<file path="config.mk">
export PLATFORM = sky130hd
export DESIGN_NAME = seg_scan_capture
export DESIGN_NICKNAME = d
export VERILOG_FILES = /design/src/rtl/seg7_pkg.sv /design/src/rtl/seg_pattern_decode.sv /design/src/rtl/seg_scan_capture.sv
export SDC_FILE = /design/constraint.sdc
export NUM_CORES = 1
export LEC_CHECK = 0
export CAP_MARGIN = 30
export CORE_MARGIN = 3
export CORE_UTILIZATION = 52
export DETAILED_ROUTE_END_ITERATION = 10
export PLACE_DENSITY_LB_ADDON = 0.15
export SLEW_MARGIN = 20
export SYNTH_ARGS = -nofsm -noshare
export SYNTH_HDL_FRONTEND = slang
export SYNTH_SLANG_ARGS = --single-unit
</file>
<file path="constraint.sdc">
create_clock -name clk_1k -period 4.87 [get_ports clk_1k]
set_input_delay 1.2175 -clock clk_1k [delete_from_list [all_inputs] [get_ports clk_1k]]
set_output_delay 1.2175 -clock clk_1k [all_outputs]
set_load 0.03 [all_outputs]
</file>
<file path="src/rtl/seg7_pkg.sv">
// Shared 7-segment definitions: segment bit positions, code table, frame FSM states.
package seg7_pkg;

    localparam int unsigned SEG_A  = 0;
    localparam int unsigned SEG_B  = 1;
    localparam int unsigned SEG_C  = 2;
    localparam int unsigned SEG_D  = 3;
    localparam int unsigned SEG_E  = 4;
    localparam int unsigned SEG_F  = 5;
    localparam int unsigned SEG_G  = 6;
    localparam int unsigned SEG_DP = 7;

    localparam logic [6:0] SEG_0     = 7'h3F;
    localparam logic [6:0] SEG_1     = 7'h06;
    localparam logic [6:0] SEG_2     = 7'h5B;
    localparam logic [6:0] SEG_3     = 7'h4F;
    localparam logic [6:0] SEG_4     = 7'h66;
    localparam logic [6:0] SEG_5     = 7'h6D;
    localparam logic [6:0] SEG_6     = 7'h7D;
    localparam logic [6:0] SEG_7     = 7'h07;
    localparam logic [6:0] SEG_8     = 7'h7F;
    localparam logic [6:0] SEG_9     = 7'h6F;
    localparam logic [6:0] SEG_BLANK = 7'h00;

    typedef enum logic {
        ST_WAIT0,
        ST_COLLECT
    } frame_state_e;

    typedef struct packed {
        logic       valid;
        logic [3:0] nibble;
    } seg_dec_t;

endpackage

</file>
<file path="src/rtl/seg_pattern_decode.sv">
// Maps a 7-bit segment pattern back to its BCD nibble; blank decodes to F.
module seg_pattern_decode
    import seg7_pkg::*;
(
    input  logic [6:0] pattern,
    output seg_dec_t   dec_c
);

    always_comb begin
        dec_c.valid  = 1'b1;
        dec_c.nibble = 4'h0;
        case (pattern)
            SEG_0:     dec_c.nibble = 4'd0;
            SEG_1:     dec_c.nibble = 4'd1;
            SEG_2:     dec_c.nibble = 4'd2;
            SEG_3:     dec_c.nibble = 4'd3;
            SEG_4:     dec_c.nibble = 4'd4;
            SEG_5:     dec_c.nibble = 4'd5;
            SEG_6:     dec_c.nibble = 4'd6;
            SEG_7:     dec_c.nibble = 4'd7;
            SEG_8:     dec_c.nibble = 4'd8;
            SEG_9:     dec_c.nibble = 4'd9;
            SEG_BLANK: dec_c.nibble = 4'hF;
            default:   dec_c.valid  = 1'b0;
        endcase
    end

endmodule

</file>
<file path="src/rtl/seg_scan_capture.sv">
// Captures multiplexed 7-segment scan frames back into BCD digits, with
// stability tracking and strobe/code/sequence error pulses.
module seg_scan_capture
    import seg7_pkg::*;
#(
    parameter int unsigned NUM_DIGITS = 8,
    parameter int unsigned STABLE_N   = 2
) (
    input  logic                    clk_1k,
    input  logic                    reset,
    input  logic [NUM_DIGITS-1:0]   seg_com_in,
    input  logic [7:0]              seg_data_in,
    output logic [4*NUM_DIGITS-1:0] digits,
    output logic [NUM_DIGITS-1:0]   dp,
    output logic                    frame_stb,
    output logic                    stable,
    output logic                    com_err,
    output logic                    code_err,
    output logic                    seq_err
);

    localparam int unsigned POS_W = (NUM_DIGITS > 1) ? $clog2(NUM_DIGITS) : 1;
    localparam int unsigned CNT_W = 4;
    localparam logic [POS_W-1:0] LAST_POS  = POS_W'(NUM_DIGITS - 1);
    localparam logic [CNT_W-1:0] MATCH_MAX = CNT_W'(STABLE_N - 1);

    logic [NUM_DIGITS-1:0]   com_q;
    logic [7:0]              data_q;
    frame_state_e            state_q, state_d;
    logic [POS_W-1:0]        exp_q, exp_d;
    logic [4*NUM_DIGITS-1:0] shadow_dig_q, frame_dig_c;
    logic [NUM_DIGITS-1:0]   shadow_dp_q, frame_dp_c;
    logic [CNT_W-1:0]        match_q, match_d_c;
    seg_dec_t                dec_c;
    logic [NUM_DIGITS-1:0]   com_n_c;
    logic [POS_W-1:0]        pos_c;
    logic idle_c, onehot_c, com_bad_c, code_bad_c, sample_ok_c;
    logic wr_c, done_c, seq_bad_c, same_c;

    seg_pattern_decode u_decode (
        .pattern (data_q[SEG_G:SEG_A]),
        .dec_c   (dec_c)
    );

    // Strobe classification and one-hot position encode
    always_comb begin
        com_n_c  = ~com_q;
        idle_c   = (com_q == '0) || (com_q == '1);
        onehot_c = $onehot(com_n_c);
        pos_c    = '0;
        for (int i = 0; i < NUM_DIGITS; i++) begin
            if (com_n_c[i]) pos_c = POS_W'(i);
        end
        com_bad_c   = !idle_c && !onehot_c;
        code_bad_c  = !idle_c && !dec_c.valid;
        sample_ok_c = !idle_c && onehot_c && dec_c.valid;
    end

    always_ff @(posedge clk_1k or negedge reset) begin
        if (!reset) begin
            state_q <= ST_WAIT0;
            exp_q   <= '0;
        end else begin
            state_q <= state_d;
            exp_q   <= exp_d;
        end
    end

    // Frame sequencing: position 0 opens a frame, positions must then advance by one
    always_comb begin
        state_d   = state_q;
        exp_d     = exp_q;
        wr_c      = 1'b0;
        seq_bad_c = 1'b0;
        unique case (state_q)
            ST_WAIT0: begin
                if (sample_ok_c && pos_c == '0) begin
                    wr_c    = 1'b1;
                    exp_d   = POS_W'(1);
                    state_d = ST_COLLECT;
                end
            end
            ST_COLLECT: begin
                if (sample_ok_c) begin
                    if (pos_c == exp_q) begin
                        wr_c  = 1'b1;
                        exp_d = exp_q + POS_W'(1);
                    end else begin
                        seq_bad_c = 1'b1;
                        if (pos_c == '0) begin
                            wr_c  = 1'b1;
                            exp_d = POS_W'(1);
                        end else begin
                            state_d = ST_WAIT0;
                        end
                    end
                end
            end
            default: state_d = ST_WAIT0;
        endcase
        if (com_bad_c || code_bad_c) state_d = ST_WAIT0;
        done_c = wr_c && (pos_c == LAST_POS);
        if (done_c) state_d = ST_WAIT0;

        frame_dig_c = shadow_dig_q;
        frame_dp_c  = shadow_dp_q;
        frame_dig_c[4*pos_c +: 4] = dec_c.nibble;
        frame_dp_c[pos_c]         = data_q[SEG_DP];

        same_c = (frame_dig_c == digits) && (frame_dp_c == dp);
        if (!same_c)                match_d_c = '0;
        else if (match_q == MATCH_MAX) match_d_c = match_q;
        else                        match_d_c = match_q + CNT_W'(1);
    end

    // Input, shadow and output registers
    always_ff @(posedge clk_1k or negedge reset) begin
        if (!reset) begin
            com_q        <= '1;
            data_q       <= '0;
            shadow_dig_q <= '0;
            shadow_dp_q  <= '0;
            digits       <= '0;
            dp           <= '0;
            match_q      <= '0;
            stable       <= 1'b0;
            frame_stb    <= 1'b0;
            com_err      <= 1'b0;
            code_err     <= 1'b0;
            seq_err      <= 1'b0;
        end else begin
            com_q     <= seg_com_in;
            data_q    <= seg_data_in;
            frame_stb <= done_c;
            com_err   <= com_bad_c;
            code_err  <= code_bad_c;
            seq_err   <= seq_bad_c;
            if (wr_c) begin
                shadow_dig_q <= frame_dig_c;
                shadow_dp_q  <= frame_dp_c;
            end
            if (done_c) begin
                digits  <= frame_dig_c;
                dp      <= frame_dp_c;
                match_q <= match_d_c;
                stable  <= (match_d_c == MATCH_MAX);
            end
        end
    end

endmodule

</file>
==> flow_metrics.py <==
metrics = {
    "layout": {
        "drive_gt1_share_pct": 11.3,
        "final-instance-count-excl-fill": 940,
        "layout.area.seq_mm2": 0.00274,
        "final_design_area_no_fill_mm2": 0.00767,
        "fin_nets": 802,
        "final_layout_fill_cell_count": 997,
        "area_growth_pct": 18.7,
        "area_taken_by_multi_input_logic_gates_mm2": 0.00344,
        "diodes": 0,
    },
    "timing": {
        "max_freq_mhz": 216,
        "finalHoldViolCount": 0,
        "post-route-min-period_ns": 4.63,
        "hold_ws_ns": 0.497,
        "finClkSkew_ns": 0.00963,
        "grt_setup_unrepaired": "yes",
        "max_slew_headroom_pct": 41.9,
        "timing_max_transition_violations_final": 0,
        "finalSetupViolations": 0,
        "worst_slew_pin_slew_ns": 0.866,
        "finalCritPeriodShare_pct": 95.1,
    },
    "place": {
        "detailed_place.area_mm2": 0.00733,
        "port-buffer-count": 62,
        "place.detailed.hpwl_mm": 13.3,
        "dpl.cell_count": 924,
        "globalplace.congestion": 0.928,
    },
    "synthesis": {
        "ys.flop_type": "sky130_fd_sc_hd__dfrtp_1",
        "syn-cell-area_mm2": 0.00646,
        "syn_nets": 739,
        "synth_area_per_cell_um2": 9.18,
        "distinct_cells_synth": 80,
        "ys_async_sr_fraction_pct": 100,
        "yosys_warnings": 0,
        "synth_cells": 704,
        "synth-edff-count": 0,
        "synth.yosys.seq_area_share_pct": 42.4,
        "yosys_reg_bits": 109,
    },
    "flow_run": {
        "max_cap_violations": 0,
    },
    "clock_network": {
        "clock-sinks": 109,
        "clkLatencyLatePin_ns": 0.36,
        "htree_levels": 3,
        "cts-root-buf": "sky130_fd_sc_hd__clkbuf_16",
        "ctsLongestPathBuffers": 2,
        "buffers_inserted_by_post_cts_timing_repair": 0,
        "clkTransAtPathRegs_ns": 0.07,
        "hold_buffers": 0,
        "cts_tree": "built",
        "post_cts_resize_count": 0,
        "cts_buffers": 9,
    },
    "global_routing": {
        "gr-total-overflow": 0,
        "maximum_number_of_pins_on_one_net_before_global_route_repair": 78,
        "initial_antenna_violation_count": 0,
        "grt_pass1_vias": 5528,
        "grt.total_usage_pct": 27.0,
        "first_pass_grt_wire_length_mm": 29.9,
    },
    "die": {
        "io_pins": 63,
        "initial_util_pct": 53.6,
        "design.core.area_mm2": 0.0121,
        "die_footprint_mm2": 0.0138,
        "die_height_um": 117,
        "die_x_um": 117,
        "std_cell_rows": 40,
    },
    "critical_path": {
        "crit_path_top_delay_cell": "sky130_fd_sc_hd__dfstp_2",
        "cp-end-kind": "flop",
        "worst_ep_arrival_time_ns": 4.88,
        "path_cells": "inv_1, fa_1, fa_1, fa_1, ha_1, inv_1, fa_1, nor2_1, a31o_2, nand3_1, a311oi_2, o21ai_1, or2_2, a22o_1",
        "worst_r2r_path_depth": 14,
        "worstPathBufferInverterCount": 2,
        "timing.critical_path.fanout_max": 11,
        "timing.critical_path.mode_cell": "sky130_fd_sc_hd__fa_1",
        "critical_path_required_ns": 5.12,
        "critical_path.startpoint_type": "flop",
        "critPathTopFamily": "adder cells",
        "crit_path_max_incr_delay_ns": 0.62,
        "cp_num_cells": 14,
        "kind_of_critical_path": "flop to flop",
    },
    "power_and_ir_drop": {
        "power.share.clock_pct": 42.2,
        "p_leak_nw": 3.22,
        "power.net_switching_mw": 0.487,
        "cellInternalPower_mw": 1.52,
        "power.sequential.fraction_pct": 46.8,
        "ir_drop_uv": 289,
        "power_frac_comb_pct": 11.0,
        "power_switching_share_pct": 24.2,
        "power_density_mw_per_mm2": 262,
    },
    "route": {
        "routed_wire_length_per_instance_um": 19.5,
        "drt_first_pass_iters": 5,
        "detailroute.via_count": 5804,
        "ant_nets": 0,
        "dr_drc_count": 0,
        "routed_wl_mm": 18.4,
        "first_drt_iteration_drcs": 498,
        "post_drt_via_cell_ratio": 6.17,
    },
    "worst_hold_path": {
        "path_category_of_the_worst_min_delay_check": "flop to flop",
        "hold_depth": 2,
    },
    "outcome": {
        "outcome": "finished, final reports clean",
    },
}
[metrics by stage]
stage | util [%] | setup WS (ns) | power [mW] | TNS, ns
floorplan | - | 0.365 | 1.09 | 0
global placement | 60.7 | 0.361 | 1.17 | 0
detailed placement | 60.7 | 0.203 | 1.18 | 0
CTS | 63.6 | 0.154 | 2.02 | 0
global route | 63.6 | -0.0157 | 2.08 | -0.0157
finish | 63.6 | 0.239 | 2.01 | 0
[worst paths after layout]
kind | to | slack [ns] | startpoint
worst max-delay path | shadow_dig_q[5] | 0.24 | com_q[3]
worst min-delay path | shadow_dig_q[13] | 0.50 | shadow_dig_q[13]
worst max register to register | shadow_dig_q[5] | 0.24 | com_q[3]
worst min register to register | shadow_dig_q[13] | 0.50 | shadow_dig_q[13]
max in group asynchronous | digits[24] | 3.11 | reset
min in group asynchronous | data_q[7] | 0.83 | reset
[cells in the mapped netlist, types with 8 or more instances]
| library cell | number | area share, % |
|---|---|---|
| sky130_fd_sc_hd__mux2_2 | 10 | 1.7 |
| sky130_fd_sc_hd__nand2_1 | 111 | 6.4 |
| sky130_fd_sc_hd__dfrtp_1 | 101 | 39 |
| sky130_fd_sc_hd__nor2b_1 | 9 | 0.87 |
| sky130_fd_sc_hd__clkbuf_1 | 25 | 1.5 |
| sky130_fd_sc_hd__a22oi_1 | 14 | 1.6 |
| sky130_fd_sc_hd__xor2_1 | 17 | 2.3 |
| sky130_fd_sc_hd__a21oi_1 | 21 | 1.6 |
| sky130_fd_sc_hd__nand3_1 | 17 | 1.3 |
| sky130_fd_sc_hd__dfstp_2 | 8 | 3.3 |
| sky130_fd_sc_hd__mux2i_1 | 13 | 2.0 |
| sky130_fd_sc_hd__xnor2_1 | 17 | 2.3 |
| sky130_fd_sc_hd__nand3b_1 | 9 | 1.0 |
| sky130_fd_sc_hd__ha_1 | 13 | 2.5 |
| sky130_fd_sc_hd__inv_1 | 27 | 1.6 |
| sky130_fd_sc_hd__nor3_1 | 12 | 0.93 |
| sky130_fd_sc_hd__o22ai_1 | 9 | 0.87 |
| sky130_fd_sc_hd__nor2_1 | 37 | 2.1 |
| sky130_fd_sc_hd__o21ai_0 | 76 | 5.9 |
[layout by cell type (no fill, tap or decap), types with 8 or more instances in the layout]
| cell type | n |
|---|---|
| sky130_fd_sc_hd__nand2_1 | 111 |
| sky130_fd_sc_hd__dfrtp_1 | 101 |
| sky130_fd_sc_hd__o21ai_0 | 76 |
| sky130_fd_sc_hd__clkdlybuf4s50_1 | 61 |
| sky130_fd_sc_hd__nor2_1 | 37 |
| sky130_fd_sc_hd__buf_4 | 28 |
| sky130_fd_sc_hd__inv_1 | 27 |
| sky130_fd_sc_hd__a21oi_1 | 21 |
| sky130_fd_sc_hd__xnor2_1 | 17 |
| sky130_fd_sc_hd__xor2_1 | 17 |
| sky130_fd_sc_hd__nand3_1 | 16 |
| sky130_fd_sc_hd__a22oi_1 | 14 |
| sky130_fd_sc_hd__mux2i_1 | 13 |
| sky130_fd_sc_hd__ha_1 | 13 |
| sky130_fd_sc_hd__nor3_1 | 12 |
| sky130_fd_sc_hd__mux2_2 | 10 |
| sky130_fd_sc_hd__nor2b_1 | 9 |
| sky130_fd_sc_hd__nand3b_1 | 9 |
| sky130_fd_sc_hd__o22ai_1 | 9 |
| sky130_fd_sc_hd__clkbuf_16 | 9 |
| sky130_fd_sc_hd__dfstp_2 | 8 |
[sequential cells by signal, summed over array words and instances (netlist names)]
name	flops
exp_q	3
seq_err	1
shadow_dp_q	8
code_err	1
digits	32
com_err	1
dp	8
state_q	1
data_q	8
frame_stb	1
com_q	8
shadow_dig_q	32
match_q	4
stable	1
[kinds of logic after synthesis]
logic type / share of synthesized area [%]
muxes: 3.76
buffers and inverters: 4.49
adders and majority gates: 3.76
xor gates and xnor gates: 4.61
DFF: 42.4
and+or+nand+nor: 18.6
AOI/OAI and AO/OA: 22.5
[power by group through the flow]
stage / registers (mW) / logic, mW / clock network, mW
floorplan: 0.952 / 0.133 / 0
global placement: 0.957 / 0.215 / 0
detailed placement: 0.958 / 0.219 / 0
CTS: 0.941 / 0.221 / 0.863
global route: 0.944 / 0.244 / 0.892
finish: 0.942 / 0.222 / 0.848
[metal layers]
metal	routed length [um]	global-route usage, %	share of wire (%)	vias up
li1	-	-	-	2675
met1	8360	38.2	46	2828
met2	8310	42.9	45	267
met3	1280	5.57	7.0	34
met4	417	7.03	2.3	0
met5	0	0	0	-
[final cells by class]
cell class / count / area share, %
clock buffers: 12 / 3.21
clock inverters: 4 / 1.24
inverters: 29 / 1.42
multi-input cells: 528 / 44.9
flip-flops and latches: 109 / 35.7
well taps: 168 / 2.74
repair buffers: 90 / 10.8
[worst reg2reg max path: cells and delay by family (launching register included)]
kind	cells	cell delay, ns
AO/OA/AOI/OAI	4	1.06
adder cells (fa/ha/maj)	5	2.02
buffers and inverters	2	0.16
flip-flops	1	0.62
AND/OR/NAND/NOR	3	0.66
Power figures use the tool's default switching activity.
